==> src/rtl/char_reg_pkg.sv <==
// Shared constants, state encoding and checksum helper for the image byte-stream writer.
package char_reg_pkg;

  localparam int          IMG_W     = 28;
  localparam int          IMG_H     = 28;
  localparam logic [7:0]  SYNC_BYTE = 8'hA5;
  localparam int          ADDR_W    = 10;

  typedef enum logic [1:0] {
    ST_IDLE   = 2'd0,
    ST_RECV   = 2'd1,
    ST_UNPACK = 2'd2,
    ST_CHECK  = 2'd3
  } state_t;

  function automatic int num_bytes(input int npix);
    return (npix + 7) / 8;
  endfunction

  function automatic logic [7:0] csum_next(input logic [7:0] acc, input logic [7:0] b);
    return acc ^ b;
  endfunction

endpackage

==> src/rtl/px_unpack.sv <==
// Byte-to-pixel unpacker: holds one payload byte and presents its bits MSB first.
module px_unpack (
  input  logic       clk,
  input  logic       rst,
  input  logic       load,
  input  logic       shift,
  input  logic [7:0] din,
  output logic       msb,
  output logic       last
);

  logic [7:0] sr_r;
  logic [2:0] cnt_r;

  // Shift register and bit counter; a load restarts the bit count.
  always_ff @(posedge clk) begin
    if (rst) begin
      sr_r  <= 8'h00;
      cnt_r <= 3'd0;
    end else if (load) begin
      sr_r  <= din;
      cnt_r <= 3'd0;
    end else if (shift) begin
      sr_r  <= {sr_r[6:0], 1'b0};
      cnt_r <= cnt_r + 3'd1;
    end
  end

  assign msb  = sr_r[7];
  assign last = (cnt_r == 3'd7);

endmodule

==> src/rtl/img_writer.sv <==
// Receives a sync-framed, XOR-checksummed byte stream and writes it as 1-bit pixels
// into the image RAM, then starts the recognizer when the checksum matches.
module img_writer #(
  parameter int         IMG_W     = char_reg_pkg::IMG_W,
  parameter int         IMG_H     = char_reg_pkg::IMG_H,
  parameter logic [7:0] SYNC_BYTE = char_reg_pkg::SYNC_BYTE
) (
  input  logic                           clk,
  input  logic                           rst,
  input  logic                           in_valid,
  input  logic [7:0]                     in_data,
  output logic                           in_ready,
  input  logic                           rec_busy,
  output logic                           wr_en,
  output logic [char_reg_pkg::ADDR_W-1:0] wr_addr,
  output logic                           wr_data,
  output logic                           frame_start,
  output logic                           frame_err
);
  import char_reg_pkg::*;

  localparam int                NPIX      = IMG_W * IMG_H;
  localparam int                NB        = num_bytes(NPIX);
  localparam logic [ADDR_W-1:0] LAST_ADDR = ADDR_W'(NPIX - 1);
  localparam logic [7:0]        NB_CNT    = 8'(NB);

  state_t              state_r, state_s;
  logic                in_ready_s, accept_s;
  logic                init_s, load_s, shift_s, ok_s, bad_s;
  logic                msb_s, last_s, unpack_done_s;
  logic [7:0]          byte_cnt_r, csum_r;
  logic [ADDR_W-1:0]   addr_r, wr_addr_r;
  logic                wr_en_r, wr_data_r, frame_start_r, frame_err_r;

  px_unpack u_unpack (
    .clk   (clk),
    .rst   (rst),
    .load  (load_s),
    .shift (shift_s),
    .din   (in_data),
    .msb   (msb_s),
    .last  (last_s)
  );

  assign accept_s      = in_valid && in_ready_s;
  // The last pixel ends a byte early when the final byte carries padding bits.
  assign unpack_done_s = last_s || (addr_r == LAST_ADDR);

  // State register.
  always_ff @(posedge clk) begin
    if (rst) state_r <= ST_IDLE;
    else     state_r <= state_s;
  end

  // Next-state logic.
  always_comb begin
    state_s = state_r;
    case (state_r)
      ST_IDLE:   if (accept_s && (in_data == SYNC_BYTE)) state_s = ST_RECV; else state_s = ST_IDLE;
      ST_RECV:   if (accept_s) state_s = ST_UNPACK; else state_s = ST_RECV;
      ST_UNPACK: if (unpack_done_s) state_s = (byte_cnt_r == NB_CNT) ? ST_CHECK : ST_RECV;
                 else state_s = ST_UNPACK;
      ST_CHECK:  if (accept_s) state_s = ST_IDLE; else state_s = ST_CHECK;
      default:   state_s = ST_IDLE;
    endcase
  end

  // Handshake and datapath strobes; ready is held low while in reset.
  always_comb begin
    in_ready_s = 1'b0;
    init_s     = 1'b0;
    load_s     = 1'b0;
    shift_s    = 1'b0;
    ok_s       = 1'b0;
    bad_s      = 1'b0;
    case (state_r)
      ST_IDLE: begin
        in_ready_s = !rec_busy && !rst;
        init_s     = accept_s && (in_data == SYNC_BYTE);
      end
      ST_RECV: begin
        in_ready_s = !rst;
        load_s     = accept_s;
      end
      ST_UNPACK: shift_s = 1'b1;
      ST_CHECK: begin
        in_ready_s = !rst;
        ok_s       = accept_s && (in_data == csum_r);
        bad_s      = accept_s && (in_data != csum_r);
      end
      default: in_ready_s = 1'b0;
    endcase
  end

  // Byte count, checksum, pixel address and registered RAM/pulse outputs.
  always_ff @(posedge clk) begin
    if (rst) begin
      byte_cnt_r    <= 8'd0;
      csum_r        <= 8'h00;
      addr_r        <= '0;
      wr_en_r       <= 1'b0;
      wr_addr_r     <= '0;
      wr_data_r     <= 1'b0;
      frame_start_r <= 1'b0;
      frame_err_r   <= 1'b0;
    end else begin
      wr_en_r       <= shift_s;
      frame_start_r <= ok_s;
      frame_err_r   <= bad_s;
      if (init_s) begin
        byte_cnt_r <= 8'd0;
        csum_r     <= 8'h00;
        addr_r     <= '0;
      end else if (load_s) begin
        byte_cnt_r <= byte_cnt_r + 8'd1;
        csum_r     <= csum_next(csum_r, in_data);
      end else if (shift_s) begin
        addr_r    <= addr_r + ADDR_W'(1);
        wr_addr_r <= addr_r;
        wr_data_r <= msb_s;
      end
    end
  end

  assign in_ready    = in_ready_s;
  assign wr_en       = wr_en_r;
  assign wr_addr     = wr_addr_r;
  assign wr_data     = wr_data_r;
  assign frame_start = frame_start_r;
  assign frame_err   = frame_err_r;

endmodule

==> config.mk <==
export PLATFORM = sky130hd
export DESIGN_NAME = img_writer
export DESIGN_NICKNAME = d
export VERILOG_FILES = /design/src/rtl/char_reg_pkg.sv /design/src/rtl/px_unpack.sv /design/src/rtl/img_writer.sv
export SDC_FILE = /design/constraint.sdc
export NUM_CORES = 1
export LEC_CHECK = 0
export BUFFER_PORTS_ARGS = -buffer_cell sky130_fd_sc_hd__buf_4
export CELL_PAD_IN_SITES_DETAIL_PLACEMENT = 1
export CELL_PAD_IN_SITES_GLOBAL_PLACEMENT = 2
export CORE_MARGIN = 5
export CORE_UTILIZATION = 35
export DETAILED_ROUTE_END_ITERATION = 7
export PLACE_DENSITY_LB_ADDON = 0.1
export SLEW_MARGIN = 20
export SYNTH_ARGS = -nofsm -noshare
export SYNTH_HDL_FRONTEND = slang
export SYNTH_SLANG_ARGS = --single-unit
==> constraint.sdc <==
create_clock -name clk -period 2.2 [get_ports clk]
set_input_delay 0.22 -clock clk [delete_from_list [all_inputs] [get_ports clk]]
set_output_delay 0.22 -clock clk [all_outputs]
set_load 0.02 [all_outputs]
Word-level counts from Yosys, hierarchy flattened --
Index checks and enable logic that the tools add are counted.
Storage, ports and cells: register bits after elaboration 53, latch bits 0, bits in writable memories 0, memory bits (read-only) 0, bits of input ports 12, memories 0
Operators by class: $add $sub $neg 3, multipliers 0, divide/modulo/power cells 0, $lt $le $gt $ge 0, equal/unequal tests 9, shifts and indexed selects 0, multiplexer cells 12, bitwise gates (word level) 4, reductions and logical operators 16
Operators by type and width (number):
- $mux 8 | 2
- $add 10x1->10 const B | 1
- $eq 10x10->1 const B | 1
- $add 8x1->8 const B | 1
- $eq 8x7->1 const B | 1
- $eq 8x8->1 | 1
- $eq 8x8->1 const B | 1
- $mux 2 | 4
- $ne 8x8->1 | 1
- $pmux 2 s4 | 1
- $reduce_or 2->1 | 4
- $xor 8x8->8 | 1
- $logic_and 1x1->1 | 5
- $eq 2x2->1 const B | 2
- $mux 1 | 4
- $add 3x1->3 const B | 1
- $eq 3x3->1 const B | 1
- $not 1->1 | 3
- $reduce_and 3->1 | 1
- $eq 2x1->1 const B | 1
- $logic_not 1->1 | 2
- $logic_not 2->1 | 1
- $pmux 1 s2 | 1
- $reduce_and 2->1 | 1
- 2 further kinds | 2

Logic depth before layout (Yosys ltp) --
depth in word-level cells 8, depth in mapped cells 6, depth with buffers taken out 5

Cells and area by module --
Synthesis repeated with hierarchy kept, for this count alone.
Second synthesis, totals: cells, all modules 264, area, all modules 2399.8 µm²
Modules (own cells, without submodules):
- img_writer | instances 1, cells an instance 217, area an instance 1903.1 µm², seq. area each 840.8 µm²
- px_unpack | instances 1, cells an instance 47, area an instance 496.7 µm², seq. area each 220.2 µm²

Least setup slack after synthesis --
No wires, ideal clock.
kind reg2reg, from register state_r[1], to register addr_r[9], library setup time 115 ps, data arrival time 1440 ps, data required time 2085 ps, slack 645 ps, cell stages (with the launch flop) 7, path buffers 2, period minus slack after synthesis 1555 ps, path through dfxtp_1 -> or4_1 -> nor4_2 -> or2_1 -> buf_6 -> buf_12 -> nor2_1
On the way: longest elaborated chain between the ends 7, elaborated cells on any way between the ends 14
Ends and longest elaborated chain:
- start, declared | line img_writer.sv:27 | state_t state_r, state_s;
- start signal, assigned | line img_writer.sv:52 | else state_r <= state_s;
- $eq 2x2->1 or $eq 2x1->1 (tied branches) | line img_writer.sv:76 | case (state_r)
- $reduce_or 2->1 (no line)
- $pmux 1 s2 | line img_writer.sv:76
- $logic_and 1x1->1 | line img_writer.sv:45 | assign accept_s = in_valid && in_ready_s;
- $logic_and 1x1->1 or $mux 1 (tied branches) | line img_writer.sv:79, img_writer.sv:76
- $mux 1 or $not 1->1 (tied branches)
- $reduce_or 2->1 (no line) or $reduce_and 2->1 (tied branches)
- end signal, assigned | line img_writer.sv:118 | addr_r <= addr_r + ADDR_W'(1);
- end, declared | line img_writer.sv:32 | logic [ADDR_W-1:0] addr_r, wr_addr_r;
Several ways; a longest one is shown, not always the timed one. A chain may end at the register's enable or synchronous reset.

Worst setup path in the final report --
from register state_r[1], to register byte_cnt_r[1]
On the way: longest elaborated chain between the ends 7, elaborated cells on any way between the ends 10
Ends and longest elaborated chain:
- $eq 2x2->1 or $eq 2x1->1 (tied branches) | line img_writer.sv:76
- $reduce_or 2->1 (no line)
- $pmux 1 s2 | line img_writer.sv:76
- $logic_and 1x1->1 | line img_writer.sv:45
- $logic_and 1x1->1 | line img_writer.sv:79 | init_s = accept_s && (in_data == SYNC_BYTE);
- $mux 1 | line img_writer.sv:76
- $reduce_or 2->1 (no line)
- end signal, assigned | line img_writer.sv:115 | byte_cnt_r <= byte_cnt_r + 8'd1;
- end, declared | line img_writer.sv:31 | logic [7:0] byte_cnt_r, csum_r;
Several ways; a longest one is shown, not always the timed one.

==> metrics.cfg <==
[drt]
dr_total_vias = 1820
avgRoutedWirePerCell_um = 14.3
drt_wl_total_um = 5260
remaining_drc_errors = 0
ant_nets = 0
dr.pass1.iters = 4
via_per_inst = 4.96
drt_iter0_markers = 64

[sta]
report.final.slew_viol_count = 0
tightestPinTransition_ns = 0.516
rsz0062_at_grt = false
maxSlewHeadroom = 0.656
tns_ns = 0
setup_viol = 0
period_needed_ns = 1.80
finalHoldViolCount = 0
max_clock_freq_mhz = 554
fin_crit_sh = 0.820
fin_skew_ns = 0.0111

[place]
dp_hpwl_um = 3690
gp_congestion = 0.721
placedCellCount = 359
io_buffers = 26
dpl_cell_area_sq_um = 2530

[power_and_ir_drop]
p_comb_frac = 0.036
powerDensity_nw_per_um2 = 644
total_power_mw = 1.71
leakage_nw = 0.959
switchingPower_mw = 0.350
p_sw_frac = 0.205
ir_drop_uv = 237
p_clk_frac = 0.403
p_seq_frac = 0.562
internal_power_mw = 1.36

[synth]
synth.cell_area_sq_um = 2280
synth-async-reset-ratio = 0
synth_fa_ha_area_frac = 0.0274
synthFlopType = dfxtp_1
avgSynthCellArea_sq_um = 8.73
synth_compound_area_frac = 0.0648
yosysUniqueCellTypes = 36
synth_nets = 278
synth_warnings = 0
yosys.area_share.simple = 0.262
synth_xor_area_frac = 0.127
synth_mux_area_frac = 0.00878
ys_seq_area_frac = 0.465
synth_edf_count = 0
synth_top_family_by_area = simple AND/OR/NAND/NOR gates
syn_inst = 261
ys_ff_latch = 53

[clock_network]
post-cts-setup-buffers = 0
postCtsHoldBufs = 0
cts_buffers = 5
clk_latency_ns = 0.31
cts_tree = built
htreeDepth = 2
path_clk_slew_ns = 0.10
cts_sinks = 53
cts-root-buf = clkbuf_8
cts_buffer_depth = 2
cts-resized-gates = 0

[global_routing]
antenna_found_initial = 0
overflow = 0
grt_pass1_vias = 1870
grt_use_total = 0.138
grt_first_pass_wirelength_um = 9380
grt_max_degree = 31

[worst_setup_path]
cp_data_required_time_ns = 2.37
critPathKind = flip-flop to flip-flop
cp-start-kind = flip-flop
cp.arrival_ns = 1.97
critPathMaxFanout = 9
cp-end-kind = flip-flop

[cells_and_area]
stdcell_count = 367
sequential_cell_area_sq_um = 1060
design_area_sq_um = 2650
layout_common_cells = nand2_1, dfxtp_1, nor2_1
drive_above_1_share = 0.152
syn_to_final_growth_pct = 16.2
multi_input_area_sq_um = 1120
nFillCells = 753
nets = 306
antenna_cells = 0
postLayoutCoreUtil = 0.417

[floorplanning]
core_area_sq_um = 6350
die_x_um = 90.7
start_util = 0.359
rows = 29
dieArea_sq_um = 8230
io_pins = 27
die_height_um = 90.7

[worst_hold_path]
min_path_type = primary input to flip-flop

[run_status]
status = completed

[job]
cap_violations = 0

==> routing by layer <==
metal / GRT usage / vias to the layer above / routed length, um
met3: 0.0308 / 5 / 151
met5: 0 / - / 0
li1: - / 926 / -
met2: 0.233 / 25 / 2500
met1: 0.175 / 864 / 2560
met4: 0.0409 / 0 / 46
==> sequential cells by signal, summed over array words and instances, names as in the netlist <==
| register | cells |
|---|---|
| wr_addr | 10 |
| addr_r | 10 |
| state_r | 2 |
| byte_cnt_r | 8 |
| u_unpack.sr_r | 8 |
| csum_r | 8 |
| frame_err | 1 |
| wr_data | 1 |
| wr_en | 1 |
| u_unpack.cnt_r | 3 |
| frame_start | 1 |
==> cell families after synthesis <==
logic type | after synthesis
flops | 53
simple gates | 127
xor+xnor | 33
buf+inv | 15
compound gates | 26
mux | 2
fa+ha+maj | 5
==> layout make-up <==
cell class / count / area share
multi-input cells: 193 / 0.421
clock buffers: 7 / 0.0326
well taps: 77 / 0.0364
clock inverters: 1 / 0.0113
flip-flops and latches: 53 / 0.401
inverters: 3 / 0.00425
repair buffers: 33 / 0.0935
==> power by group through the flow <==
stage | clock network (mW) | registers, mW | logic, mW
6_report | 0.687 | 0.958 | 0.0606
5_1_grt | 0.766 | 0.959 | 0.0671
4_1_cts | 0.715 | 0.959 | 0.0623
3_5_place_dp | 0 | 0.981 | 0.0619
3_3_place_gp | 0 | 0.981 | 0.0615
2_1_floorplan | 0 | 0.981 | 0.0376
==> Yosys cell counts (2+ instances only) <==
cell,n,share of area
nor4_1,3,0.0082
nand2b_1,2,0.0055
nand3_1,5,0.011
xor2_1,17,0.065
a31oi_1,9,0.025
nor2_1,34,0.056
nor3_1,6,0.013
nand2_1,53,0.087
inv_1,3,0.0049
nand4b_1,2,0.0077
buf_1,2,0.0033
a21oi_1,15,0.033
buf_12,2,0.018
ha_1,5,0.027
and2_1,2,0.0055
buf_2,5,0.011
nand4_1,8,0.022
mux2i_1,2,0.0088
dfxtp_1,53,0.47
clkbuf_1,2,0.0033
xnor2_1,16,0.061
==> path summary, 6_finish.rpt <==
path	to	from	slack, ns	cells after the start
setup reg to reg	byte_cnt_r[1]	state_r[1]	0.40	5
hold reg to reg	wr_addr[5]	wr_addr[5]	0.46	2
setup / recovery	byte_cnt_r[1]	state_r[1]	0.40	5
hold / removal	u_unpack.sr_r[0]	in_data[0]	0.22	3
==> worst max-delay path, stage by stage, from the launching register on <==
cell,delay [ns]
dfxtp_1,0.33
or4_1,0.55
nor4_2,0.20
or2_1,0.31
buf_4,0.22
a211oi_1,0.06
==> metrics by stage <==
| stage | setup WS, ns | hold WS (ns) |
|---|---|---|
| final | 0.395 | 0.218 |
| after global routing | 0.295 | 0.235 |
| after CTS | 0.374 | 0.215 |
| after detailed placement | 0.420 | 0.448 |
| after global placement | 0.470 | 0.444 |
| after floorplan | 0.645 | 0.397 |
Power figures use the tool's default switching activity.
